**src/rtl/pid_integrator.sv**
```systemverilog
// Integral-term accumulator for the line-follower PID loop: integrates the saturated
// error while running, with decimation, post-acquisition holdoff and overflow clamp/hold.
module pid_integrator #(
    parameter int ERR_W    = 11,
    parameter int ACC_W    = 16,
    parameter int OUT_W    = 10,
    parameter int DECIM    = 1,
    parameter int HOLDOFF  = 4,
    parameter bit SAT_MODE = 1'b1
) (
    input  logic                    clk,
    input  logic                    rst,
    input  logic signed [ERR_W-1:0] err_sat,
    input  logic                    err_vld,
    input  logic                    go,
    input  logic                    moving,
    input  logic                    line_present,
    output logic signed [OUT_W-1:0] I_term,
    output logic                    sat_flag,
    output logic                    int_active
);

    typedef enum logic [1:0] {
        S_IDLE = 2'd0,
        S_LOST = 2'd1,
        S_HOLD = 2'd2,
        S_RUN  = 2'd3
    } state_t;

    localparam logic signed [ACC_W-1:0] ACC_MAX    = {1'b0, {(ACC_W-1){1'b1}}};
    localparam logic signed [ACC_W-1:0] ACC_MIN    = {1'b1, {(ACC_W-1){1'b0}}};
    localparam logic [7:0]              HOLD_LAST  = 8'(HOLDOFF);
    localparam logic [7:0]              DECIM_LAST = 8'(DECIM - 1);

    state_t                  state_reg, state_next;
    logic                    line_q_reg;
    logic signed [ACC_W-1:0] acc_reg, acc_next;
    logic                    sat_reg;
    logic [7:0]              hold_cnt_reg, hold_cnt_next;
    logic [7:0]              decim_cnt_reg, decim_cnt_next;

    logic                    rise;
    logic [ACC_W:0]          sum;
    logic                    pos_ovf, neg_ovf;
    logic signed [ACC_W-1:0] acc_int;

    assign rise = line_present & ~line_q_reg;

    // One guard bit above the accumulator: the top two bits disagreeing means overflow.
    always_comb begin
        sum     = {{(ACC_W+1-ERR_W){err_sat[ERR_W-1]}}, err_sat} + {acc_reg[ACC_W-1], acc_reg};
        pos_ovf = (sum[ACC_W:ACC_W-1] == 2'b01);
        neg_ovf = (sum[ACC_W:ACC_W-1] == 2'b10);
        acc_int = sum[ACC_W-1:0];
        if (pos_ovf) begin
            acc_int = SAT_MODE ? ACC_MAX : acc_reg;
        end else if (neg_ovf) begin
            acc_int = SAT_MODE ? ACC_MIN : acc_reg;
        end
    end

    always_ff @(posedge clk or posedge rst) begin
        if (rst) begin
            state_reg     <= S_IDLE;
            line_q_reg    <= 1'b0;
            acc_reg       <= '0;
            sat_reg       <= 1'b0;
            hold_cnt_reg  <= '0;
            decim_cnt_reg <= '0;
        end else begin
            state_reg     <= state_next;
            line_q_reg    <= line_present;
            acc_reg       <= acc_next;
            sat_reg       <= (acc_next == ACC_MAX) || (acc_next == ACC_MIN);
            hold_cnt_reg  <= hold_cnt_next;
            decim_cnt_reg <= decim_cnt_next;
        end
    end

    // Rules are ordered by priority; the first matching branch wins.
    always_comb begin
        state_next     = state_reg;
        acc_next       = acc_reg;
        hold_cnt_next  = hold_cnt_reg;
        decim_cnt_next = decim_cnt_reg;
        if (!go || !moving) begin
            state_next = S_IDLE;
            acc_next   = '0;
        end else if (state_reg == S_IDLE) begin
            if (line_present) begin
                state_next    = S_HOLD;
                acc_next      = '0;
                hold_cnt_next = '0;
            end else begin
                state_next = S_LOST;
            end
        end else if (rise) begin
            state_next     = S_HOLD;
            acc_next       = '0;
            hold_cnt_next  = '0;
            decim_cnt_next = '0;
        end else if (!line_present && (state_reg == S_HOLD || state_reg == S_RUN)) begin
            state_next = S_LOST;
        end else if (state_reg == S_HOLD) begin
            if (HOLD_LAST == 8'd0) begin
                state_next = S_RUN;
            end else if (err_vld) begin
                if (hold_cnt_reg != HOLD_LAST) begin
                    hold_cnt_next = hold_cnt_reg + 8'd1;
                end
                if (hold_cnt_reg + 8'd1 == HOLD_LAST) begin
                    state_next = S_RUN;
                end
            end
        end else if (state_reg == S_RUN && err_vld) begin
            if (decim_cnt_reg == DECIM_LAST) begin
                acc_next       = acc_int;
                decim_cnt_next = '0;
            end else begin
                decim_cnt_next = decim_cnt_reg + 8'd1;
            end
        end
    end

    always_comb begin
        int_active = (state_reg == S_RUN);
        I_term     = acc_reg[ACC_W-1 -: OUT_W];
        sat_flag   = sat_reg;
    end

endmodule

```
**config.mk**
```make
export PLATFORM = sky130hd
export DESIGN_NAME = pid_integrator
export DESIGN_NICKNAME = d
export VERILOG_FILES = /design/src/rtl/pid_integrator.sv
export SDC_FILE = /design/constraint.sdc
export NUM_CORES = 1
export LEC_CHECK = 0
export CAP_MARGIN = 5
export CORE_ASPECT_RATIO = 1.4
export CORE_MARGIN = 1
export CORE_UTILIZATION = 40
export CTS_CLUSTER_SIZE = 16
export DETAILED_ROUTE_END_ITERATION = 12
export PLACE_DENSITY = 0.73
export SLEW_MARGIN = 20
export SYNTH_ARGS = -nofsm -noshare
export SYNTH_HDL_FRONTEND = slang
export SYNTH_SLANG_ARGS = --single-unit
```
**constraint.sdc**
```tcl
create_clock -name clk -period 3.08 [get_ports clk]
set_clock_uncertainty 0.1 [all_clocks]
set_input_delay 0.462 -clock clk [delete_from_list [all_inputs] [get_ports clk]]
set_output_delay 0.462 -clock clk [all_outputs]
set_load 0.02 [all_outputs]
```
==> results by group, run 1 <==
Setup path
  • FF-to-FF Start: acc_reg[6]
  • Crit path kind: register to register
  • Worst setup EP type: register
  • Critical Path RT: 3210 ps
  • Critical Path AT: 3530 ps
  • CP max FO: 5
  • Worst setup SP type: register
  • Worst Setup SP: acc_reg[6]

Timing
  • RSZ-0062 raised after global routing: true
  • Max Clock Freq: 294 MHz
  • Final worst slack: -322 ps
  • Final worst-path cycle share: 110%
  • Final Critical Period: 3400 ps
  • Max-slew violations: 0
  • Final hold violation count: 0
  • Final setup violation count: 3
  • Slew @ Worst Pin: 538 ps
  • Relative slew slack: 63.8%

Hold path
  • Hold Crit Class: register to register
  • HP Start: hold_cnt_reg[7]

Pwr
  • Peak supply drop: 0.243 mV
  • Leakage: 2.19 nW
  • Pwr/cell area: 215 nW/um^2

Synthesis
  • Synth Warn #: 0
  • Mapped Cells: 371
  • Yosys reg bits: 36
  • Yosys cell types: 60
  • Cell Area, Synth: 3030 um^2
  • Ys async rst share: 100%
  • EDFF count, synth: 0
  • Syn Area/Cell: 8.17 um^2
  • Syn_nets: 409
  • Sequential share of the synthesized area: 29.7%
  • Ys flop type: dfrtp_1

Routing
  • DRT iter0 DRCs: 254
  • DRC: 0
  • Total length of routed wires: 10.4 mm
  • Overall via count from detail_route: 3,537
  • Routed Antenna Nets: 0
  • Drt via density: 5.76
  • DRT Pass-1 Iters: 5
  • Mean routed wirelength per cell: 16.9 um

Cells and area
  • Area Overhead vs Synth: 56.9%
  • Final Instance Area: 4760 um^2
  • Diode count: 0
  • Seq. cell area: 901 um^2
  • Largest register FFs: 16
  • Multi-input gate area: 2300 um^2
  • Fillers: 585
  • Fin nets: 554
  • Layout cell share with drive strength beyond 1: 37.3%
  • Non-Filler Instances: 614

Clock network
  • H-tree levels: 2
  • Cts bufs inserted: 5
  • Clock Latency Late Sink: 300 ps
  • CTS tree: built
  • CTS Buffer Depth: 2
  • Clk pin slew, worst setup/hold paths: 90 ps
  • Clock Sinks: 36
  • Clk root buf: clkbuf_8
  • Cts hold-fix bufs: 0

Placed design
  • Placed cell count: 587
  • Port bufs: 28
  • Dpl hpwl: 7.58 mm
  • RD Place Congestion: 0.989
  • Placed Area: 4190 um^2

Status
  • Violated checks: setup timing
  • Status: complete, but fails checks

Die
  • Number of top-level pins: 29
  • Die Y: 105 um
  • Die Area: 7940 um^2
  • Die W: 75.6 um
  • FP Rows: 37
  • Starting density of the core: 41.2%
  • Core Region: 7360 um^2

Global routing
  • Largest net degree at the start of global routing: 37
  • Global-route usage over all layers: 27.1%
  • Overflow after GRT: 0
  • Initial antenna violation count: 0
  • First-pass GRT wire length: 16.2 mm
  • Number of global-route vias before repair: 3,474

Flow run
  • Max Cap Violations: 0
[final cells by class]
cell class | count | area share (%)
Clock buffer | 7 | 1.82
Sequential cell | 36 | 18.9
Timing Repair Buffer | 157 | 27.3
Clock inverter | 1 | 0.158
Tap cell | 97 | 2.55
Inverter | 12 | 0.947
Multi-Input combinational cell | 304 | 48.3
[worst max-delay path, cell delays in order, from the launching register on]
cell and delay (ps):
dfrtp_1 420, ha_4 300, o211ai_1 130, or4_4 580, o21ai_4 220, buf_6 130, or3b_4 120, o21ai_4 60
buf_4 150, a31o_1 170, a21oi_1 220, nand4_1 210, o31ai_2 280, a41o_1 220
[where the power goes]
part	internal (mW)	total [mW]	switching, mW
sequential	0.477	0.482	0.00539
clock	0.182	0.370	0.188
combinational	0.0802	0.173	0.0923
[Yosys cell counts, drive strengths merged (2+ instances only)]
master / n / area [um^2]
o31ai: 7 / 52.6
or3: 5 / 31.3
a211oi: 6 / 45.0
nor4: 3 / 25.0
and2: 10 / 62.6
mux2i: 2 / 20.0
and3: 9 / 56.3
inv: 12 / 45.0
dfrtp: 36 / 901
clkbuf: 8 / 30.0
or4: 4 / 33.8
a21o: 5 / 37.5
or2: 5 / 31.3
nand2: 36 / 135
a31o: 3 / 26.3
a221oi: 2 / 17.5
o211ai: 5 / 37.5
o21a: 6 / 45.0
or4b: 3 / 30.0
nand3b: 2 / 15.0
nor3b: 2 / 20.0
a32o: 2 / 20.0
nand3: 13 / 65.1
nor2: 33 / 124
nor2b: 2 / 12.5
o211a: 2 / 20.0
ha: 20 / 250
a211o: 3 / 26.3
a21oi: 20 / 100
buf: 11 / 80.1
nand2b: 9 / 56.3
o21ai: 40 / 215
xnor2: 8 / 70.1
o2bb2ai: 2 / 17.5
nand4: 5 / 31.3
a31oi: 9 / 56.3
xor2: 4 / 35.0
nor3: 4 / 31.3
[layer usage]
layer	part of all wire (%)	vias to the layer above	track usage [%]
met5	0	-	0
met2	52	144	47.1
li1	-	1655	-
met4	5.7	0	17.5
met3	3.7	52	3.86
met1	38	1686	29.4
[logic make-up (layout without fill, tap and decap cells)]
logic type	Yosys count	in the layout	synth area share (%)
muxes	2	2	0.660
AOI/OAI and AO/OA	122	122	26.5
DFF	36	36	29.7
and+or+nand+nor	147	147	25.7
adders and majority gates	21	21	8.91
buffers and inverters	31	177	5.12
xor gates and xnor gates	12	12	3.47
[placed cells by master (no fill, tap or decap), drive strengths merged, types with 3 or more instances in the layout]
master         Yosys  routed
buf               11     130
o21ai             40      40
dfrtp             36      36
nand2             36      36
nor2              33      33
a21oi             20      20
ha                20      20
clkdlybuf4s50      0      17
nand3             13      13
inv               12      12
and2              10      10
and3               9       9
a31oi              9       9
nand2b             9       9
dlygate4sd2        0       8
xnor2              8       8
o31ai              7       7
clkbuf             8       7
o21a               6       6
a211oi             6       6
or3                5       5
nand4              5       5
a21o               5       5
o211ai             5       5
or2                5       5
xor2               4       4
or4                4       4
nor3               4       4
a211o              3       3
or4b               3       3
a31o               3       3
nor4               3       3
[per-stage QoR]
step | power [mW] | hold WS, ps | util [%] | TNS [ps] | setup WS, ps
6_report | 1.02 | 436 | 64.6 | -485 | -322
5_1_grt | 1.07 | 464 | 64.6 | -1030 | -466
4_1_cts | 1.02 | 437 | 62.8 | -466 | -415
3_5_place_dp | 0.651 | 422 | 56.9 | -6990 | -943
3_3_place_gp | 0.646 | 406 | 56.9 | -6570 | -842
2_1_floorplan | 0.566 | 378 | - | -240 | -240
[what timing repair did]
item | CTS | global route
setup endpoints to repair | 13 | 9
pin swaps | 38 | 18
gates resized for setup | 60 | 20
setup buffers | 24 | 3
cloned | 0 | 0
[path summary, 6_finish.rpt]
kind                                        end  slack, ps  cells after the start
worst max register to register         sat_flag       -320                     13
worst max-delay path                   sat_flag       -320                     13
min in group asynchronous       hold_cnt_reg[7]        480                      3
worst min-delay path            hold_cnt_reg[7]        440                      1
max in group asynchronous            acc_reg[0]       2070                      3
worst min register to register  hold_cnt_reg[7]        440                      1
No activity file was read; power rests on OpenSTA's default activity.
==> run 2: changes to the inputs <==
- CELL_PAD_IN_SITES_DETAIL_PLACEMENT: default -> 0
- CELL_PAD_IN_SITES_GLOBAL_PLACEMENT: default -> 1
- CORE_MARGIN: 1 -> default
- CORE_UTILIZATION: 40 -> 39
- PLACE_DENSITY: 0.73 -> 0.88
==> results by group, run 2 (synthesis results as in run 1) <==
Timing
  • Slew @ Worst Pin: 498 ps (-39.9 ps)
  • RSZ-0062 raised after global routing: true
  • Relative slew slack: 66.8% (+3.0 points)
  • Final Critical Period: 3430 ps (+32.3 ps)
  • Max Clock Freq: 291 MHz (-0.94%)
  • Final setup violation count: 2 (-1)
  • Max-slew violations: 0 (unchanged)
  • Final worst slack: -355 ps (-32.3 ps)
  • Final hold violation count: 0 (unchanged)
  • Final worst-path cycle share: 112% (+1.0 points)

Setup path
  • Worst setup EP type: register
  • Crit path kind: input pin to register
  • Most used cell, CP: buf_4
  • Worst setup SP type: input pin
  • Crit-path cells: clkdlybuf4s50_1 -> ha_4 -> o211ai_1 -> or4_4 -> o21ai_4 -> buf_4 -> o21ai_0 -> o21ai_1 -> nand2_1 -> buf_4 -> a31oi_1 -> nand4b_1 -> nor4_2 -> a41o_1
  • Critical path's top delay family: simple AND/OR/NAND/NOR gates
  • Critical Path RT: 3230 ps (+20 ps)
  • Critical Path AT: 3580 ps (+50 ps)
  • Slowest library cell on the worst path: or4_4
  • Buf/Inv on CP: 3 (+1)
  • CP max FO: 8 (+3)
  • Critical Path Max Stage Delay: 520 ps (-60 ps)

Status
  • Status: complete, but fails checks
  • Violated checks: setup timing

Pwr
  • Leakage: 2.08 nW (-4.8%)
  • Sw Share: 26.9% (-0.91 points)
  • Peak supply drop: 0.225 mV (-7.4%)
  • Clk pwr share: 35.6% (-0.5 points)
  • Sequential fraction of design power: 47.6% (+0.5 points)
  • Pwr/cell area: 222 nW/um^2 (+3.1%)
  • Combinational share of power: 16.8% (about the same)
  • Switching pwr: 272 uW (-4.6%)
  • Pint: 738 uW (-0.15%)

Clock network
  • CTS tree: built
  • Cts bufs inserted: 5 (unchanged)
  • CTS Buffer Depth: 2 (unchanged)
  • Cts hold-fix bufs: 0 (unchanged)
  • Clock Latency Late Sink: 300 ps (about the same)
  • Clk root buf: clkbuf_8
  • Clock Sinks: 36 (unchanged)
  • H-tree levels: 2 (unchanged)
  • Clk pin slew, worst setup/hold paths: 80 ps (about the same)

Global routing
  • Number of global-route vias before repair: 3,455 (-0.55%)
  • Overflow after GRT: 0 (unchanged)
  • Global-route usage over all layers: 24.2% (-2.9 points)
  • Largest net degree at the start of global routing: 37 (unchanged)
  • First-pass GRT wire length: 15.6 mm (-3.4%)
  • Initial antenna violation count: 0 (unchanged)

Cells and area
  • Area Overhead vs Synth: 50.0%
  • Final Instance Area: 4550 um^2 (-4.4%)
  • Largest register FFs: 16 (unchanged)
  • Fin nets: 543 (-2.0%)
  • Most frequent cells in the layout: buf_4 (117), dfrtp_1 (36), nand2_1 (35)
  • Layout cell share with drive strength beyond 1: 34.4% (-2.9 points)
  • Most common cell after layout, fill and taps aside: buf_4
  • Non-Filler Instances: 603 (-1.8%)
  • Post-layout util: 61.0% (-3.6 points)
  • Diode count: 0 (unchanged)

Placed design
  • Port bufs: 28 (unchanged)
  • Dpl hpwl: 7.26 mm (-4.2%)
  • RD Place Congestion: 0.998 (+0.91%)
  • Placed cell count: 584 (-0.51%)
  • Placed Area: 4170 um^2 (-0.54%)

Flow run
  • Max Cap Violations: 0 (unchanged)

Die
  • FP Rows: 37 (unchanged)
  • Die W: 76.5 um (+1.2%)
  • Core Region: 7450 um^2 (+1.3%)
  • Number of top-level pins: 29 (unchanged)
  • Starting density of the core: 40.7% (-0.51 points)
  • Die Area: 8140 um^2 (+2.5%)
  • Die Y: 106 um (+1.2%)

Routing
  • Total length of routed wires: 9.47 mm (-8.7%)
  • DRC: 0 (unchanged)
  • Drt via density: 5.56 (-3.6%)
  • DRT Pass-1 Iters: 4 (-1)
  • DRT iter0 DRCs: 180 (-29%)
  • Mean routed wirelength per cell: 15.7 um (-7.1%)
  • Routed Antenna Nets: 0 (unchanged)
  • Overall via count from detail_route: 3,350 (-5.3%)

Hold path
  • Hold Crit Class: register to register
run 2: cell count changes in the layout (fill, tap and decap cells not counted), sizes merged:
| cell | change |
|---|---|
| dlymetal6s2s | -1 |
| clkdlybuf4s15 | -1 |
| clkdlybuf4s50 | +3 |
| dlygate4sd2 | -1 |
| buf | -11 |
run 2: cell type report:
class / instances / area (um^2)
clock buffers: 7 / 86.3
clock inverters: 1 / 7.51
fillers: 646 / 2910
inverters: 12 / 45.0
multi-input cells: 304 / 2230
flip-flops and latches: 36 / 901
well taps: 97 / 121
repair buffers: 146 / 1160
run 2: routing by layer:
metal  share of wire [%]  vias to the layer above  global-route usage [%]
met5                   0                        -                       0
met1                  39                     1589                    25.6
li1                    -                     1636                       -
met2                  52                       89                    45.0
met4                 5.5                        0                    15.1
met3                 3.4                       36                    2.83
run 2: power by group through the flow:
stage | sequential, mW | combinational, mW | clock (mW)
floorplan | 0.489 | 0.0775 | 0
global placement | 0.490 | 0.156 | 0
detailed placement | 0.490 | 0.160 | 0
CTS | 0.481 | 0.166 | 0.371
global route | 0.482 | 0.188 | 0.387
finish | 0.481 | 0.169 | 0.360
run 2: stage by stage:
stage / hold slack [ps] / worst slack (ps) / power [mW] / setup TNS, ps
4_1_cts: 425 / -353 / 1.02 / -353
3_3_place_gp: 408 / -841 / 0.646 / -6550
2_1_floorplan: 378 / -240 / 0.566 / -240
5_1_grt: 447 / -450 / 1.06 / -848
3_5_place_dp: 410 / -886 / 0.650 / -7210
6_report: 423 / -355 / 1.01 / -360
run 2: worst register-to-register path, stage by stage (launching register included):
cell      delay (ps)
dfrtp_1          420
ha_4             240
a21o_1           190
a21o_1           160
a211o_1          310
buf_4            130
buf_4            140
or2_4            260
o21ai_1          280
nand2_1          120
buf_4            190
a31oi_1          190
nand4b_1         150
nor4_2           310
a41o_1           130
run 2: timing repair:
item	4_1_cts	5_1_grt
pin swaps	28	13
endpoints found under the hold margin	0	0
resized for setup	43	9
buffers inserted	10	1
setup endpoints to repair	13	8
run 2: path summary, 6_finish.rpt:
check,start,to,slack [ps],cells after the start
max in group asynchronous,rst,hold_cnt_reg[5],2050,3
setup reg to reg,acc_reg[13],sat_flag,-290,14
setup / recovery,err_sat[8],sat_flag,-350,14
hold reg to reg,hold_cnt_reg[6],hold_cnt_reg[6],420,1
hold / removal,hold_cnt_reg[6],hold_cnt_reg[6],420,1
min in group asynchronous,rst,acc_reg[12],480,3
==> run 3: changes to the inputs <==
- GPL_TIMING_DRIVEN: default -> 0
- PLACE_DENSITY: 0.88 -> 0.83
==> results by group, run 3 (synthesis results as in run 1) <==
Die
  • Die Y: 106 um (unchanged)
  • Starting density of the core: 40.7% (unchanged)
  • Die W: 76.5 um (unchanged)
  • FP Rows: 37 (unchanged)
  • Die Area: 8140 um^2 (unchanged)
  • Core Region: 7450 um^2 (unchanged)
  • Number of top-level pins: 29 (unchanged)

Cells and area
  • Area Overhead vs Synth: 30.2%
  • Post-layout util: 52.9% (-8.1 points)
  • Non-Filler Instances: 512 (-15%)
  • Layout cell share with drive strength beyond 1: 19.3% (-15 points)
  • Fin nets: 452 (-17%)
  • Multi-input gate area: 2320 um^2 (+3.9%)
  • Fillers: 725 (+12%)
  • Seq. cell area: 901 um^2 (unchanged)
  • Largest register FFs: 16 (unchanged)
  • Diode count: 0 (unchanged)
  • Most frequent cells in the layout: dfrtp_1 (36), nand2_1 (35), o21ai_0 (33)
  • Most common cell after layout, fill and taps aside: dfrtp_1

Pwr
  • Combinational share of power: 14.1% (-2.7 points)
  • Pwr/cell area: 266 nW/um^2 (+20%)
  • Pint: 777 uW (+5.3%)
  • Switching pwr: 273 uW (+0.16%)
  • Sequential fraction of design power: 45.8% (-1.8 points)
  • Clk pwr share: 40.1% (+4.5 points)
  • Peak supply drop: 0.258 mV (+15%)
  • Sw Share: 26.0% (-0.97 points)
  • Leakage: 1.60 nW (-23%)

Global routing
  • Largest net degree at the start of global routing: 26 (-30%)
  • Overflow after GRT: 0 (unchanged)
  • Initial antenna violation count: 0 (unchanged)
  • Number of global-route vias before repair: 2,920 (-15%)
  • Global-route usage over all layers: 21.4% (-2.8 points)
  • First-pass GRT wire length: 13.9 mm (-11%)

Timing
  • Final Critical Period: 3500 ps (+63.1 ps)
  • Slew @ Worst Pin: 527 ps (+28.9 ps)
  • Max-slew violations: 0 (unchanged)
  • Final hold violation count: 0 (unchanged)
  • Hold slack: 328 ps (-94.9 ps)
  • Final setup violation count: 1 (-1)
  • RSZ-0062 raised after global routing: true
  • Setup TNS: -418 ps (-58.0 ps)
  • Final worst slack: -418 ps (-63.1 ps)
  • Relative slew slack: 64.9% (-1.9 points)
  • Final worst-path cycle share: 114% (+2.0 points)
  • Max Clock Freq: 286 MHz (-1.8%)

Setup path
  • CP max FO: 7 (-1)
  • Worst setup SP type: input pin
  • R2r setup slk: -390 ps (-100 ps)
  • Crit path kind: input pin to register
  • Critical Path RT: 3200 ps (-30 ps)
  • Worst setup EP type: register
  • Critical Path AT: 3620 ps (+40 ps)

Clock network
  • Clk root buf: clkbuf_8
  • CTS tree: built
  • Clock Sinks: 36 (unchanged)
  • Clk pin slew, worst setup/hold paths: 80 ps (about the same)
  • Cts bufs inserted: 5 (unchanged)
  • CTS Buffer Depth: 2 (unchanged)
  • H-tree levels: 2 (unchanged)
  • Cts hold-fix bufs: 0 (unchanged)
  • Clock Latency Late Sink: 290 ps (about the same)

Hold path
  • Hold Crit Class: input pin to async pin

Placed design
  • Dpl hpwl: 6.19 mm (-15%)
  • RD Place Congestion: 0.916 (-8.3%)
  • Placed cell count: 497 (-15%)
  • Port bufs: 28 (unchanged)

Routing
  • Total length of routed wires: 8.31 mm (-12%)
  • DRC: 0 (unchanged)
  • Mean routed wirelength per cell: 16.2 um (+3.3%)
  • DRT iter0 DRCs: 172 (-4.4%)
  • DRT Pass-1 Iters: 4 (unchanged)
  • Routed Antenna Nets: 0 (unchanged)
  • Overall via count from detail_route: 2,947 (-12%)
  • Drt via density: 5.76 (+3.6%)

Status
  • Status: complete, but fails checks
  • Violated checks: setup timing

Flow run
  • Max Cap Violations: 0 (unchanged)
-- run 3: cell types whose count changed in the layout (fill, tap and decap cells not counted), moves of 3 or more --
| cell | delta |
|---|---|
| buf_4 | -100 |
| ha_4 | +7 |
| ha_1 | -6 |
| clkbuf_1 | +5 |
| o21ai_1 | -3 |
-- run 3: timing repair --
item	in CTS	in global routing
pin swaps	17	4
setup buffers	6	0
setup endpoints to repair	17	5
gates resized for setup	59	8
gates cloned	1	0
-- run 3: final cells by class --
class / instances / area share (%)
Buffer: 19 / 2.98
Clock buffer: 5 / 1.74
Clock inverter: 3 / 1.08
Inverter: 12 / 1.14
Multi-Input combinational cell: 305 / 58.7
Sequential cell: 36 / 22.8
Tap cell: 97 / 3.08
Timing Repair Buffer: 35 / 8.43
-- run 3: power by group through the flow --
| stage | combinational [mW] | clock [mW] | sequential [mW] |
|---|---|---|---|
| after global routing | 0.163 | 0.450 | 0.481 |
| final | 0.148 | 0.421 | 0.480 |
| after CTS | 0.147 | 0.434 | 0.480 |
| after floorplan | 0.0775 | 0 | 0.489 |
| after global placement | 0.127 | 0 | 0.490 |
| after detailed placement | 0.131 | 0 | 0.490 |
-- run 3: routing by layer --
layer  GRT usage, %  wire, um  vias to the layer above
met3           2.06       172                       18
met2           38.9      4360                       59
met1           24.5      3510                     1409
met5              0         0                        -
li1               -         -                     1461
met4           11.3       254                        0
-- run 3: worst max-delay path, cell delays in order --
cell,delay [ps]
clkdlybuf4s50_1,450
ha_4,310
nand2_2,80
or4_4,550
o21ai_4,230
o21ai_1,120
o211a_1,320
a211oi_1,400
nand4_1,150
o31ai_1,300
a41o_1,240
-- run 3: worst paths after layout --
path / endpoint / cells after the start / startpoint
max in group asynchronous: acc_reg[10] / 3 / rst
worst max register to register: sat_flag / 12 / decim_cnt_reg[0]
worst min-delay path: hold_cnt_reg[2] / 2 / rst
worst min register to register: hold_cnt_reg[6] / 1 / hold_cnt_reg[6]
min in group clk: hold_cnt_reg[6] / 1 / hold_cnt_reg[6]
worst max-delay path: sat_flag / 11 / err_sat[9]
-- run 3: stage by stage --
stage          setup slack, ps  cell area (um^2)  power (mW)
2_1_floorplan             -240              3070       0.566
3_3_place_gp             -1350              3480       0.617
3_5_place_dp             -1370              3500       0.621
4_1_cts                   -361              3930        1.06
5_1_grt                   -505              3950        1.09
6_report                  -418              3950        1.05
